## config.mk

```make
export PLATFORM = sky130hd
export DESIGN_NAME = if_stage
export DESIGN_NICKNAME = d
export VERILOG_FILES = /design/src/rtl/if_stage.sv
export SDC_FILE = /design/constraint.sdc
export NUM_CORES = 1
export LEC_CHECK = 0
export CAP_MARGIN = 0
export CELL_PAD_IN_SITES_DETAIL_PLACEMENT = 0
export CELL_PAD_IN_SITES_GLOBAL_PLACEMENT = 1
export CORE_ASPECT_RATIO = 1.4
export CORE_MARGIN = 10
export CORE_UTILIZATION = 34
export DETAILED_ROUTE_END_ITERATION = 10
export PLACE_DENSITY = 0.86
export SYNTH_ARGS = -nofsm -noshare
export SYNTH_HDL_FRONTEND = slang
export SYNTH_SLANG_ARGS = --single-unit
export TNS_END_PERCENT = 20
```

## constraint.sdc

```tcl
create_clock -name clk -period 2.88 [get_ports clk]
set_clock_uncertainty 0.15 [all_clocks]
set_input_delay 0.432 -clock clk [delete_from_list [all_inputs] [get_ports clk]]
set_output_delay 0.432 -clock clk [all_outputs]
set_load 0.05 [all_outputs]
```

## src/rtl/if_stage.sv

```systemverilog
// Instruction fetch stage: one outstanding doubleword fetch at a time, hands a
// single 32-bit instruction to decode and follows redirects from execute.
module if_stage #(
  parameter logic [63:0] PC_RESET = 64'h0000_0000_8000_0000
) (
  input  logic        clk,
  input  logic        rst,
  output logic        if_valid,
  input  logic        if_ready,
  output logic [63:0] if_addr,
  output logic [1:0]  if_size,
  input  logic [63:0] if_data_read,
  input  logic        jump_ena,
  input  logic [63:0] jump_addr,
  input  logic        id_ready,
  output logic [63:0] pc,
  output logic [31:0] inst,
  output logic        inst_valid,
  output logic [1:0]  state_dbg
);
  // Handshakes: the memory request (if_valid/if_addr) stays stable until a
  // cycle with if_ready=1 completes it; decode consumes inst on inst_valid &&
  // id_ready. A redirect (jump_ena) always takes priority over acceptance.
  typedef enum logic [1:0] {
    IDLE  = 2'd0,
    FETCH = 2'd1,
    HOLD  = 2'd2
  } state_e;

  state_e      state_q, state_d;
  logic [63:0] pc_q, pc_d;
  logic [31:0] inst_q, inst_d;
  logic        jump_pend_q, jump_pend_d;
  logic [63:0] jump_tgt_q, jump_tgt_d;
  logic        if_valid_q, if_valid_d;
  logic        inst_valid_q, inst_valid_d;
  logic [63:0] jump_aligned;

  assign jump_aligned = jump_addr & ~64'h3;

  always_comb begin
    state_d     = state_q;
    pc_d        = pc_q;
    inst_d      = inst_q;
    jump_pend_d = jump_pend_q;
    jump_tgt_d  = jump_tgt_q;
    case (state_q)
      IDLE: begin
        if (jump_ena) pc_d = jump_aligned;
        state_d = FETCH;
      end
      FETCH: begin
        if (if_ready) begin
          if (jump_pend_q || jump_ena) begin
            // A redirect seen during the request makes the returned data stale.
            pc_d        = jump_ena ? jump_aligned : jump_tgt_q;
            jump_pend_d = 1'b0;
            state_d     = IDLE;
          end else begin
            inst_d  = pc_q[2] ? if_data_read[63:32] : if_data_read[31:0];
            state_d = HOLD;
          end
        end else if (jump_ena) begin
          jump_pend_d = 1'b1;
          jump_tgt_d  = jump_aligned;
        end
      end
      HOLD: begin
        if (jump_ena) begin
          pc_d    = jump_aligned;
          state_d = IDLE;
        end else if (id_ready) begin
          pc_d    = pc_q + 64'd4;
          state_d = FETCH;
        end
      end
      default: state_d = IDLE;
    endcase
    if_valid_d   = (state_d == FETCH);
    inst_valid_d = (state_d == HOLD);
  end

  always_ff @(posedge clk) begin
    if (rst) begin
      state_q      <= IDLE;
      pc_q         <= PC_RESET;
      inst_q       <= 32'h0;
      jump_pend_q  <= 1'b0;
      jump_tgt_q   <= 64'h0;
      if_valid_q   <= 1'b0;
      inst_valid_q <= 1'b0;
    end else begin
      state_q      <= state_d;
      pc_q         <= pc_d;
      inst_q       <= inst_d;
      jump_pend_q  <= jump_pend_d;
      jump_tgt_q   <= jump_tgt_d;
      if_valid_q   <= if_valid_d;
      inst_valid_q <= inst_valid_d;
    end
  end

  assign if_valid   = if_valid_q;
  assign if_addr    = pc_q & ~64'h7;
  assign if_size    = 2'b11;
  assign pc         = pc_q;
  assign inst       = inst_q;
  assign inst_valid = inst_valid_q;
  assign state_dbg  = state_q;
endmodule

```

==> flow_metrics.env <==
export IMPL_die_w_um=163
export IMPL_post_drt_via_cell_ratio=5.49
export IMPL_gp_congestion=0.876
export IMPL_synth_top_family_by_area="compound AO/OA/AOI/OAI gates"
export IMPL_synth_fa_ha_area_share_pct=0.777
export IMPL_ys_async_sr_fraction_pct=0
export IMPL_crit_arrival_ps=2220
export IMPL_grt_antenna_before_repair=0
export IMPL_root_buffer="clkbuf_16"
export IMPL_relSlewSlack_pct=58.5
export IMPL_grt_use_met3_pct=3.64
export IMPL_use_met1_pct=23.3
export IMPL_synth_cell_types=73
export IMPL_grt_use_total_pct=19.8
export IMPL_synth_compound_area_share_pct=25.5
export IMPL_synth_simple_gate_area_share_pct=23.7
export IMPL_busiest_layer="met2"
export IMPL_clkLatencyLatePin_ps=440
export IMPL_hpwl_mm=27.1
export IMPL_clkSinkCount=165
export IMPL_outcome="completed"
export IMPL_p_leak_nw=4.68
export IMPL_cts_repair_resized=0
export IMPL_rsz0062_at_grt="no"
export IMPL_drt_first_pass_iters=5
export IMPL_drive_above_1_share_pct=9.65
export IMPL_synth_area_leader_cell="dfxtp_1"
export IMPL_p_per_area_nw_per_um2=556
export IMPL_syn_area_per_cell_um2=7.71
export IMPL_fill_cells=2766
export IMPL_io_pins=299
export IMPL_rows=73
export IMPL_fin_crit_sh_pct=97.4
export IMPL_die_area_um2=35700
export IMPL_ys_seq_area_share_pct=34.2
export IMPL_ir_worst_vdd_mv=0.456
export IMPL_multiInputGateArea_um2=5400
export IMPL_numCtsBuffers=17
export IMPL_path_class="flop to primary output"
export IMPL_grt_max_degree=65
export IMPL_clk_pin_slew_ps=70
export IMPL_wl_per_cell_um=19.7
export IMPL_fin_crit_ps=2810
export IMPL_crit_path_start_kind="flop"
export IMPL_synth_edf_count=0
export IMPL_drt_iter0_markers=728
export IMPL_vias=10253
export IMPL_finalPower_mw=7.48
export IMPL_synthFlopType="dfxtp_1"
export IMPL_hold_viol=0
export IMPL_grt_pass1_wl_mm=56.0
export IMPL_fin_nets=1619
export IMPL_dp_cells=1836
export IMPL_yosysWarnings=0
export IMPL_seq_area_um2=3310
export IMPL_synth_top_area_share_pct=34.2
export IMPL_grt_pass1_vias=9599
export IMPL_end_kind="primary output"
export IMPL_netlist_area_um2=9670
export IMPL_globalRouteMet2Util_pct=34.9
export IMPL_cts_hold_buf=0
export IMPL_htreeDepth=4
export IMPL_die_y_um=220
export IMPL_grt_overflow_total=0
export IMPL_ys_ff_latch=165
export IMPL_final_antenna_net_count=0
export IMPL_crit_fanout=37
export IMPL_fin_cells=1868
export IMPL_initial_utilization_pct=34.3
export IMPL_coreArea_um2=28200
export IMPL_synth_cells=1253
export IMPL_setup_viol_count_final=0
export IMPL_synth_xor_area_share_pct=1.63
export IMPL_cts_path_max_buffers=2
export IMPL_max_freq_ghz=0.356
export IMPL_cts_tree="yes"
export IMPL_slew_violations=0
export IMPL_io_buffer_count=291
export IMPL_fin_hold_ws_ps=48.6
export IMPL_hold_class="input port to flop"
export IMPL_cts_setup_buffers=0
export IMPL_crit_required_ps=2300
export IMPL_n_antenna_cell=0
export IMPL_synth_area_leaders="dfxtp_1 34%, nand2_1 8.3%, a21oi_1 5.7%"
export IMPL_synthMuxAreaShare_pct=3.93
export IMPL_drv_cap=0
export IMPL_drcViolationCount=0
export IMPL_wirelength_mm=36.9
export IMPL_worst_pin_slew_ps=622
export IMPL_area_delta_synth_final_pct=39.1
-- worst max-delay path: stages (launching register included) --
cell and delay (ps):
dfxtp_2 340, buf_4 490, clkdlybuf4s50_1 920
-- cell usage in the layout (no fill, tap or decap), drive strengths merged, types with 6 or more instances in the layout --
master,instances
a21oi,110
nor3,25
clkbuf,18
ha,6
nor4,22
nand3,29
and3,16
a31oi,12
o41ai,6
a221o,12
clkdlybuf4s50,289
or4,7
or3,7
a221oi,7
o31ai,11
nand2,214
xor2,6
mux2i,38
a22oi,25
inv,23
a211oi,51
o211ai,8
nand4,25
xnor2,12
buf,79
dfxtp,165
o22ai,7
o21ai,76
and4,10
nand2b,11
nor2,83
a22o,19
-- Yosys cell counts, drive strengths merged, types with 3 or more instances --
| master | number |
|---|---|
| a211oi | 51 |
| a21o | 3 |
| a21oi | 110 |
| a221o | 12 |
| a221oi | 7 |
| a222oi | 5 |
| a22o | 19 |
| a22oi | 25 |
| a31oi | 12 |
| a32o | 4 |
| and2 | 3 |
| and3 | 16 |
| and4 | 10 |
| buf | 77 |
| clkbuf | 86 |
| dfxtp | 165 |
| ha | 6 |
| inv | 19 |
| mux2i | 38 |
| nand2 | 214 |
| nand2b | 11 |
| nand3 | 29 |
| nand4 | 25 |
| nor2 | 83 |
| nor2b | 4 |
| nor3 | 25 |
| nor4 | 22 |
| o211ai | 8 |
| o21a | 4 |
| o21ai | 76 |
| o22ai | 7 |
| o31ai | 11 |
| o32a | 4 |
| o41ai | 6 |
| or2 | 3 |
| or3 | 7 |
| or4 | 7 |
| xnor2 | 12 |
| xor2 | 6 |
-- cell type report --
type	instances	share of cell area, %
sequential	165	24.6
clock buffer	18	3.27
inverter	19	0.530
timing repair buffer	368	26.5
clock inverter	14	1.47
multi-input combinational	909	40.2
tap	375	3.49
-- worst paths after layout --
| path | to | slack, ps | cells past startpoint | startpoint |
|---|---|---|---|---|
| worst min-delay path | jump_tgt_q[44] | 50 | 2 | rst |
| worst max-delay path | pc[2] | 70 | 2 | pc[2] |
| worst max register to register | pc[50] | 110 | 6 | pc[14] |
| worst min register to register | jump_tgt_q[13] | 310 | 2 | jump_tgt_q[13] |
-- logic make-up (layout without fill, tap and decap cells) --
logic type	count (synthesis)	count (layout)
other	2	5
flip-flops	165	165
multiplexers	38	38
buffers and inverters	182	419
AO/OA/AOI/OAI	376	376
AND/OR/NAND/NOR	466	466
XOR/XNOR	18	18
adder cells (fa/ha/maj)	6	6
-- per-layer routing --
metal  wire [um]  part of all wire (%)  up-vias
met2       19000                    52      384
met4         979                   2.7        0
met5           0                     0        -
met3        2330                   6.3       52
met1       14600                    40     4872
li1            -                     -     4945
-- flip-flops by register name, indices dropped and copies added, names as in the netlist --
name         cells
jump_tgt_q      64
pc              64
inst            32
state_dbg        2
if_valid         1
inst_valid       1
jump_pend_q      1
-- report_power, final --
group          switching (mW)  leakage, nW  total, mW  internal (mW)
registers               0.151         1.35       2.58           2.43
logic                    1.52         3.02       2.39          0.879
clock network            1.02        0.308       2.51           1.49
-- metrics by stage --
step / setup slack (ps) / util, % / cell area, um2 / setup TNS, ps
after floorplan: -3.12 / - / 9680 / -3.12
after global placement: 225 / 45.4 / 12800 / 0
after detailed placement: 175 / 45.4 / 12800 / 0
after CTS: 43.9 / 47.6 / 13400 / 0
after global routing: 22.2 / 47.6 / 13400 / 0
final: 74.4 / 47.6 / 13400 / 0
Note: power is estimated with default switching activity, not from simulation.
